[config.mk]
export PLATFORM = sky130hd
export DESIGN_NAME = opendrain_serial_tx
export DESIGN_NICKNAME = d
export VERILOG_FILES = /design/src/rtl/opendrain_serial_tx.sv
export SDC_FILE = /design/constraint.sdc
export NUM_CORES = 1
export LEC_CHECK = 0
export CAP_MARGIN = 40
export CORE_UTILIZATION = 54
export DETAILED_ROUTE_END_ITERATION = 16
export PLACE_DENSITY = 0.83
export SYNTH_ARGS = -nofsm -noshare
export SYNTH_HDL_FRONTEND = slang
export SYNTH_SLANG_ARGS = --single-unit
[constraint.sdc]
create_clock -name clk -period 4.34 [get_ports clk]
set_input_delay 0.434 -clock clk [delete_from_list [all_inputs] [get_ports clk]]
set_output_delay 0.434 -clock clk [all_outputs]
set_load 0.01 [all_outputs]
[src/rtl/opendrain_serial_tx.sv]
// Open-drain serial transmitter: start, W data bits, stop on a wired-AND line.
// Watches the line during data 1-bits and backs off when another device wins.
module opendrain_serial_tx #(
  parameter int W         = 8,
  parameter int DIV_W     = 8,
  parameter bit MSB_FIRST = 1'b1
) (
  input  logic             clk,
  input  logic             rst_n,
  input  logic [DIV_W-1:0] clkdiv,
  input  logic [W-1:0]     tx_data,
  input  logic             tx_valid,
  output logic             tx_ready,
  output logic             busy,
  output logic             arb_lost,
  output logic             line,
  inout  wire              pad
);

  localparam int BW = (W > 1) ? $clog2(W) : 1;

  typedef enum logic [1:0] {
    S_IDLE,
    S_START,
    S_DATA,
    S_STOP
  } state_t;

  state_t           r_state;
  logic [DIV_W-1:0] r_cnt;
  logic [DIV_W-1:0] r_top;
  logic [BW-1:0]    r_bit;
  logic [W-1:0]     r_sh;
  logic             r_oe;
  logic             r_arb;
  logic             r_s1;
  logic             r_line;

  logic             w_pad_in;
  logic [DIV_W-1:0] w_top;
  logic             w_end;
  logic             w_cur;
  logic [W-1:0]     w_sh_n;
  logic             w_nxt;

  // Bit period is max(clkdiv,3)+1, so the count top is max(clkdiv,3).
  assign w_top  = (clkdiv < DIV_W'(3)) ? DIV_W'(3) : clkdiv;
  assign w_end  = (r_cnt == r_top);
  assign w_cur  = MSB_FIRST ? r_sh[W-1] : r_sh[0];
  assign w_sh_n = MSB_FIRST ? (r_sh << 1) : (r_sh >> 1);
  assign w_nxt  = MSB_FIRST ? w_sh_n[W-1] : w_sh_n[0];

  assign tx_ready = (r_state == S_IDLE);
  assign busy     = ~tx_ready;
  assign arb_lost = r_arb;
  assign line     = r_line;

  // Pad buffer: data tied low, only the enable toggles (never drive a 1).
`ifdef FPGA_ICE40
  SB_IO #(
    .PIN_TYPE (6'b1010_01),
    .PULLUP   (1'b1)
  ) u_io (
    .PACKAGE_PIN   (pad),
    .OUTPUT_ENABLE (r_oe),
    .D_OUT_0       (1'b0),
    .D_IN_0        (w_pad_in)
  );
`elsif FPGA_ECP5
  (* PULLMODE = "UP" *)
  BB u_bb (
    .I (1'b0),
    .T (~r_oe),
    .O (w_pad_in),
    .B (pad)
  );
`else
  assign pad = r_oe ? 1'b0 : 1'bz;
  pullup (pad);
  assign w_pad_in = pad;
`endif

  // Two-flop synchroniser for the pad level; idles high like the line.
  always_ff @(posedge clk or negedge rst_n) begin
    if (!rst_n) begin
      r_s1   <= 1'b1;
      r_line <= 1'b1;
    end else begin
      r_s1   <= w_pad_in;
      r_line <= r_s1;
    end
  end

  // Frame FSM with registered pad enable and arbitration pulse.
  always_ff @(posedge clk or negedge rst_n) begin
    if (!rst_n) begin
      r_state <= S_IDLE;
      r_cnt   <= '0;
      r_top   <= '0;
      r_bit   <= '0;
      r_sh    <= '0;
      r_oe    <= 1'b0;
      r_arb   <= 1'b0;
    end else begin
      r_arb <= 1'b0;
      unique case (r_state)
        S_IDLE: begin
          if (tx_valid) begin
            r_sh    <= tx_data;
            r_top   <= w_top;
            r_cnt   <= '0;
            r_bit   <= '0;
            r_oe    <= 1'b1;
            r_state <= S_START;
          end
        end
        S_START: begin
          if (w_end) begin
            r_cnt   <= '0;
            r_oe    <= ~w_cur;
            r_state <= S_DATA;
          end else begin
            r_cnt <= r_cnt + 1'b1;
          end
        end
        S_DATA: begin
          if (w_end) begin
            r_cnt <= '0;
            if (w_cur && !r_line) begin
              r_oe    <= 1'b0;
              r_arb   <= 1'b1;
              r_state <= S_IDLE;
            end else if (r_bit == BW'(W-1)) begin
              r_oe    <= 1'b0;
              r_state <= S_STOP;
            end else begin
              r_bit <= r_bit + 1'b1;
              r_sh  <= w_sh_n;
              r_oe  <= ~w_nxt;
            end
          end else begin
            r_cnt <= r_cnt + 1'b1;
          end
        end
        S_STOP: begin
          if (w_end) begin
            r_cnt   <= '0;
            r_state <= S_IDLE;
          end else begin
            r_cnt <= r_cnt + 1'b1;
          end
        end
        default: r_state <= S_IDLE;
      endcase
    end
  end

endmodule

# Word level (Yosys, flattened, before mapping)
# Cells that the tools add are included.
dict set report word_totals {
  regBits 21
  input_bits 19
  output_inout_bits 5
  elab_cells 39
}
dict set report classes {
  n_addsub 2
  order_cmp 1
  eq_ne 11
  mux 14
  bitwise 1
  reduce_logical 6
}
# op count
set ops {}
lappend ops {{8-bit two-way mux} 3}
lappend ops {{8-bit one-hot mux with 2 select lines} 1}
lappend ops {{2-bit inequality test, second input constant} 6}
lappend ops {{2-bit two-way mux} 5}
lappend ops {{3-bit two-way mux} 3}
lappend ops {{8-bit by 1-bit adder with 8-bit output, second input constant} 1}
lappend ops {{8-bit == test} 1}
lappend ops {{8-bit by 2-bit less-than comparator with 1-bit output, second input constant} 1}
lappend ops {{2-bit one-hot mux with 4 select lines} 1}
lappend ops {{3-bit one-hot mux with 2 select lines} 1}
lappend ops {{5-bit AND reduction} 1}
lappend ops {{2-bit == test, second input constant} 2}
lappend ops {{4-bit AND reduction} 1}
lappend ops {{3-bit by 1-bit adder with 3-bit output, second input constant} 1}
lappend ops {{3-bit == test, second input constant} 1}
lappend ops {{3-bit OR reduction} 1}
lappend ops {{2-bit by 1-bit == test with 1-bit output, second input constant} 1}
lappend ops {{2-bit zero test} 1}
lappend ops {{2-bit AND reduction} 1}
lappend ops {{2-bit nonzero test} 1}
lappend ops {{1-bit inverter} 1}

# Logic depth before layout (Yosys ltp)
dict set report logic_depth {
  depth_word 4
  depth_mapped 7
  ltp_nobuf 7
}

# Worst setup path after synthesis
# OpenSTA, ideal clock, no wires.
dict set report synth_timing {
  path_kind {reg-to-reg}
  startpoint {reg r_state[0]}
  endpoint {reg r_top[4]}
  setup_ns 0.125
  t_arrival_ns 1.476
  required_ns 4.215
  slack_ns 2.739
  stages_incl_launch_ff 6
  path_buffers 1
  synth_period_minus_slack_ns 1.601
  cell_sequence {dfrtp_1 > inv_1 > ha_1 > nand2_1 > clkbuf_1 > mux2_2}
}
dict set report synth_between {
  elab_chain_len 2
}
# element line_no
set synth_rtl {}
lappend synth_rtl {{start, declared} 29} ;# state_t r_state;
lappend synth_rtl {{start signal, assigned} 97} ;# r_state <= S_IDLE;
lappend synth_rtl {{start signal, assigned} 114} ;# r_state <= S_START;
lappend synth_rtl {{start signal, assigned} 121} ;# r_state <= S_DATA;
lappend synth_rtl {{2-bit zero test} -}
lappend synth_rtl {{via tx_ready} 13} ;# output logic tx_ready,
lappend synth_rtl {{2-bit AND reduction (no line)} -}
lappend synth_rtl {{end signal, assigned} 110} ;# r_top <= w_top;
lappend synth_rtl {{end, declared} 31} ;# logic [DIV_W-1:0] r_top;
# The timed path passes the listed nets, and every way through them passes these cells.
# A chain may end at the register's enable or synchronous reset.

# Worst setup path after layout
dict set report layout_timing {
  startpoint {reg r_state[0]}
  endpoint {out busy}
}
dict set report layout_between {
  elab_chain_len 2
}
# element line_no
set layout_rtl {}
lappend layout_rtl {{2-bit zero test} 53} ;# assign tx_ready = (r_state == S_IDLE);
lappend layout_rtl {{1-bit inverter} 54} ;# assign busy = ~tx_ready;
lappend layout_rtl {{end, declared} 14} ;# output logic busy,
# No other way between the ends.

==> Implementation_results.wiki <==
{| class="wikitable"
! Metric !! Value
|-
| Number of distinct library cells after synthesis || 31
|-
| Post-synth EDFFs || 0
|-
| Cell area after synthesis || 0.00122 mm^2
|-
| Number of antenna violations at the first check in global routing || 0
|-
| Post-route DRC violation count || 0
|-
| LEAKAGE || 0.593 nW
|-
| Mux contribution to synthesized area || around 7.6%
|-
| Number of core rows || 16
|-
| Number of instances in the synthesized netlist || 119
|-
| First-pass detailed-route iteration total || 4
|-
| Most instantiated library cell after synthesis || sky130_fd_sc_hd__dfrtp_1
|-
| Total power per unit cell area || 597 mW/mm^2
|-
| WP data arrival || 1720 ps
|-
| Launching element of the worst setup path || r_state[0]
|-
| Synth Area in Simple Gates || 17.6%
|-
| Clock tree skew after final layout || 7.77 ps
|-
| Number of setup buffers added after CTS || 0
|-
| Setup_tns || 0 ps
|-
| Sequential share of power || 41.0%
|-
| Number of DRC violations after detailed-routing iteration 0 || 19
|-
| Max Clock Freq || about 460 MHz
|-
| Cell with the biggest individual delay on the critical path || sky130_fd_sc_hd__clkdlybuf4s50_1
|-
| Number of storage elements in the synthesis netlist || 21
|-
| Yosys top cell area share || 43.2%
|-
| DR vias/cell || 5.42
|-
| Sequential share of the synthesized area || roughly 43%
|-
| Worst-case clock buffer depth || 2
|-
| Clock buffers created by TritonCTS || 3
|-
| Max Fanout on Critical Path || 5
|-
| Outcome || finished, final reports clean
|-
| Final layout net count || ~160
|-
| Portion of total power attributed to the clock network || 12.1%
|-
| Routed via count || 857
|-
| Power share of the combinational group || ~47%
|-
| Internal Power || 0.498 mW
|-
| Die height || 49.5 um
|-
| Setup violations, final || 0
|-
| Path type of the worst min-delay path || input port to async pin
|-
| RSZ-0062 raised after global routing || no
|-
| Reg-to-reg setup timing slack || roughly 2500 ps
|-
| Die footprint || 0.00245 mm^2
|-
| Switching part of the total power || 39.6%
|-
| Number of violations of the max-capacitance limit || 0
|-
| Worst path most repeated cell || sky130_fd_sc_hd__inv_1
|-
| Wirelength per Cell || ~14 um
|-
| CTS Hold Buffers Added || 0
|-
| Count of antenna-violating nets left after detailed routing || 0
|-
| Post-Place Cell Area || 0.00135 mm^2
|-
| First-pass GRT wire length || 3870 um
|-
| Layout Utilization || around 68%
|-
| Post-DP HPWL || around 1600 um
|-
| Required time of the critical path || 3910 ps
|-
| Number of filler cells placed in the layout || 158
|-
| Post-synthesis average cell area || about 10 um^2
|-
| Clock tree from TritonCTS || done
|-
| Deepest level of the CTS H-tree || 1
|-
| Post-synth top area cell || sky130_fd_sc_hd__dfrtp_1
|-
| Top area cells in the synthesized netlist || sky130_fd_sc_hd__dfrtp_1 (43%), sky130_fd_sc_hd__ha_1 (8.2%), sky130_fd_sc_hd__xnor2_1 (7.2%)
|-
| Largest net degree at the start of global routing || 20
|-
| Highest ir drop seen on vdd || 0.000481 V
|-
| Overall die width || 49.5 um
|-
| Aggregate global routing overflow || 0
|-
| Family with the most delay on the worst path || buffers and inverters
|-
| Total clock sinks || 21
|-
| Input/output buffers || 12
|-
| Hold Vio Cnt, Final || 0
|-
| Slowest cell delay on critical path || 530 ps
|-
| Top cell types by occurrence after synthesis || sky130_fd_sc_hd__dfrtp_1 (21), sky130_fd_sc_hd__nand2_1 (14), sky130_fd_sc_hd__nor2_1 (13), sky130_fd_sc_hd__xnor2_1 (10), sky130_fd_sc_hd__ha_1 (8)
|-
| Ratio of cells with drive above 1 in the final layout || 13.0%
|-
| Vias in the first global route || 865
|-
| Buf/Inv on CP || 3
|-
| XOR/XNOR share of the synthesized area || 10.1%
|-
| CTS clk-pin slew, worst paths || 120 ps
|-
| Dominant combinational cell family by area after synthesis || simple AND/OR/NAND/NOR gates
|-
| Setup crit end kind || output pin
|-
| Reg-to-reg critical path startpoint || r_state[0]
|-
| Placeable Area || 0.00204 mm^2
|-
| Insertion delay to the later sink of the worst-skew pair || 320 ps
|-
| Post-route minimum period || 2150 ps
|-
| Flip-flop cell with the highest count after synthesis || sky130_fd_sc_hd__dfrtp_1
|-
| Count of pins over their slew limit || 0
|-
| Synth Area in Adders || 8.23%
|-
| Count of yosys warnings during synthesis || 1
|-
| Buffer type at the clock tree root || sky130_fd_sc_hd__clkbuf_4
|-
| CP Cell Sequence || inv_1 -> ha_1 -> inv_1 -> clkdlybuf4s50_1
|-
| Non-Filler Cell Area, Final || between 0.001 and 0.0015 mm^2
|-
| Area added between synthesis and finish || 13.5%
|-
| Global-route total usage across every layer || 21.2%
|-
| Number of instances resized during post-cts repair || 0
|-
| P_sw || 0.326 mW
|-
| ANT cells || 0
|-
| Fraction of synthesis flops using an asynchronous set or reset pin || 100%
|-
| Initial core utilization || around 60%
|-
| Path type of the worst setup path || flop to output pin
|-
| Routability cong. || a little under 0.8
|-
| I/O pin total || 24
|-
| Compound-gate portion of the synthesized area || 8.54%
|-
| Final worst-path cycle share || between 40% and 50%
|-
| DRT Wirelength || ~2100 um
|-
| CP startpoint kind || flop
|}
-- kinds of logic (layout without fill, tap and decap cells) --
group,count (synthesis),count (layout)
compound gates,14,14
xor+xnor,14,14
fa+ha+maj,8,8
buf+inv,10,21
flops,21,21
mux,8,8
other cells,2,3
simple gates,42,42
-- registers in the layout, summed over array words and instances, names as in the netlist --
| register | cells |
|---|---|
| r_top | 8 |
| r_bit | 3 |
| r_cnt | 8 |
| r_state | 2 |
-- routing by layer --
| metal | vias to the layer above | wire length (um) | part of all wire (%) | GRT usage, % |
|---|---|---|---|---|
| li1 | 423 | - | - | - |
| met1 | 409 | 987 | 46 | 27.4 |
| met5 | - | 0 | 0 | 0 |
| met2 | 20 | 1040 | 48 | 33.3 |
| met3 | 5 | 53 | 2.5 | 2.78 |
| met4 | 0 | 61 | 2.9 | 13.8 |
-- layout make-up --
cell class	instances	area [um^2]	area share, %
repair buffers	13	135	9.79
well taps	27	33.8	2.45
inverters	4	15.0	1.09
multi-input cells	89	644	46.7
clock buffers	4	26.3	1.90
flip-flops and latches	21	526	38.1
-- worst reg2reg max path: stages (launching register included) --
cell                       delay [ps]
sky130_fd_sc_hd__dfrtp_1          420
sky130_fd_sc_hd__inv_1            100
sky130_fd_sc_hd__ha_1             260
sky130_fd_sc_hd__nand2b_1         360
sky130_fd_sc_hd__nand4_1          220
sky130_fd_sc_hd__nor2_1           170
sky130_fd_sc_hd__xnor2_1          140
sky130_fd_sc_hd__nor2_1            60
-- power groups by stage --
stage | clock network, mW | logic (mW) | registers (mW)
after floorplan | 0 | 0.307 | 0.323
after global placement | 0 | 0.367 | 0.334
after detailed placement | 0 | 0.385 | 0.343
after CTS | 0.104 | 0.386 | 0.338
after global routing | 0.109 | 0.429 | 0.347
final | 0.0995 | 0.386 | 0.338
-- per-stage QoR --
step           instances  setup slack (ps)  hold WS [ps]  power, mW
2_1_floorplan        120              2740           138      0.629
3_3_place_gp         153              2370           492      0.701
3_5_place_dp         154              2320           498      0.727
4_1_cts              158              2170           273      0.828
5_1_grt              158              2060           295      0.885
6_report             158              2190           288      0.824
-- cells in the final DEF (no fill, tap or decap), drive strengths merged, types with 5 or more instances in the layout --
master         count
nand2             14
ha                 8
nand4              6
nor2              14
dfrtp             21
o21ai              5
clkdlybuf4s50     12
xnor2             10
mux2               7
-- worst paths after layout --
kind                              endpoint  cells past startpoint
worst max-delay path                  busy                      4
worst min-delay path            r_state[0]                      1
worst max register to register    r_cnt[7]                      7
worst min register to register    r_top[1]                      2
max in group asynchronous         r_top[7]                      2
min in group clk                  r_top[1]                      2
(Power assumes the default switching activity.)
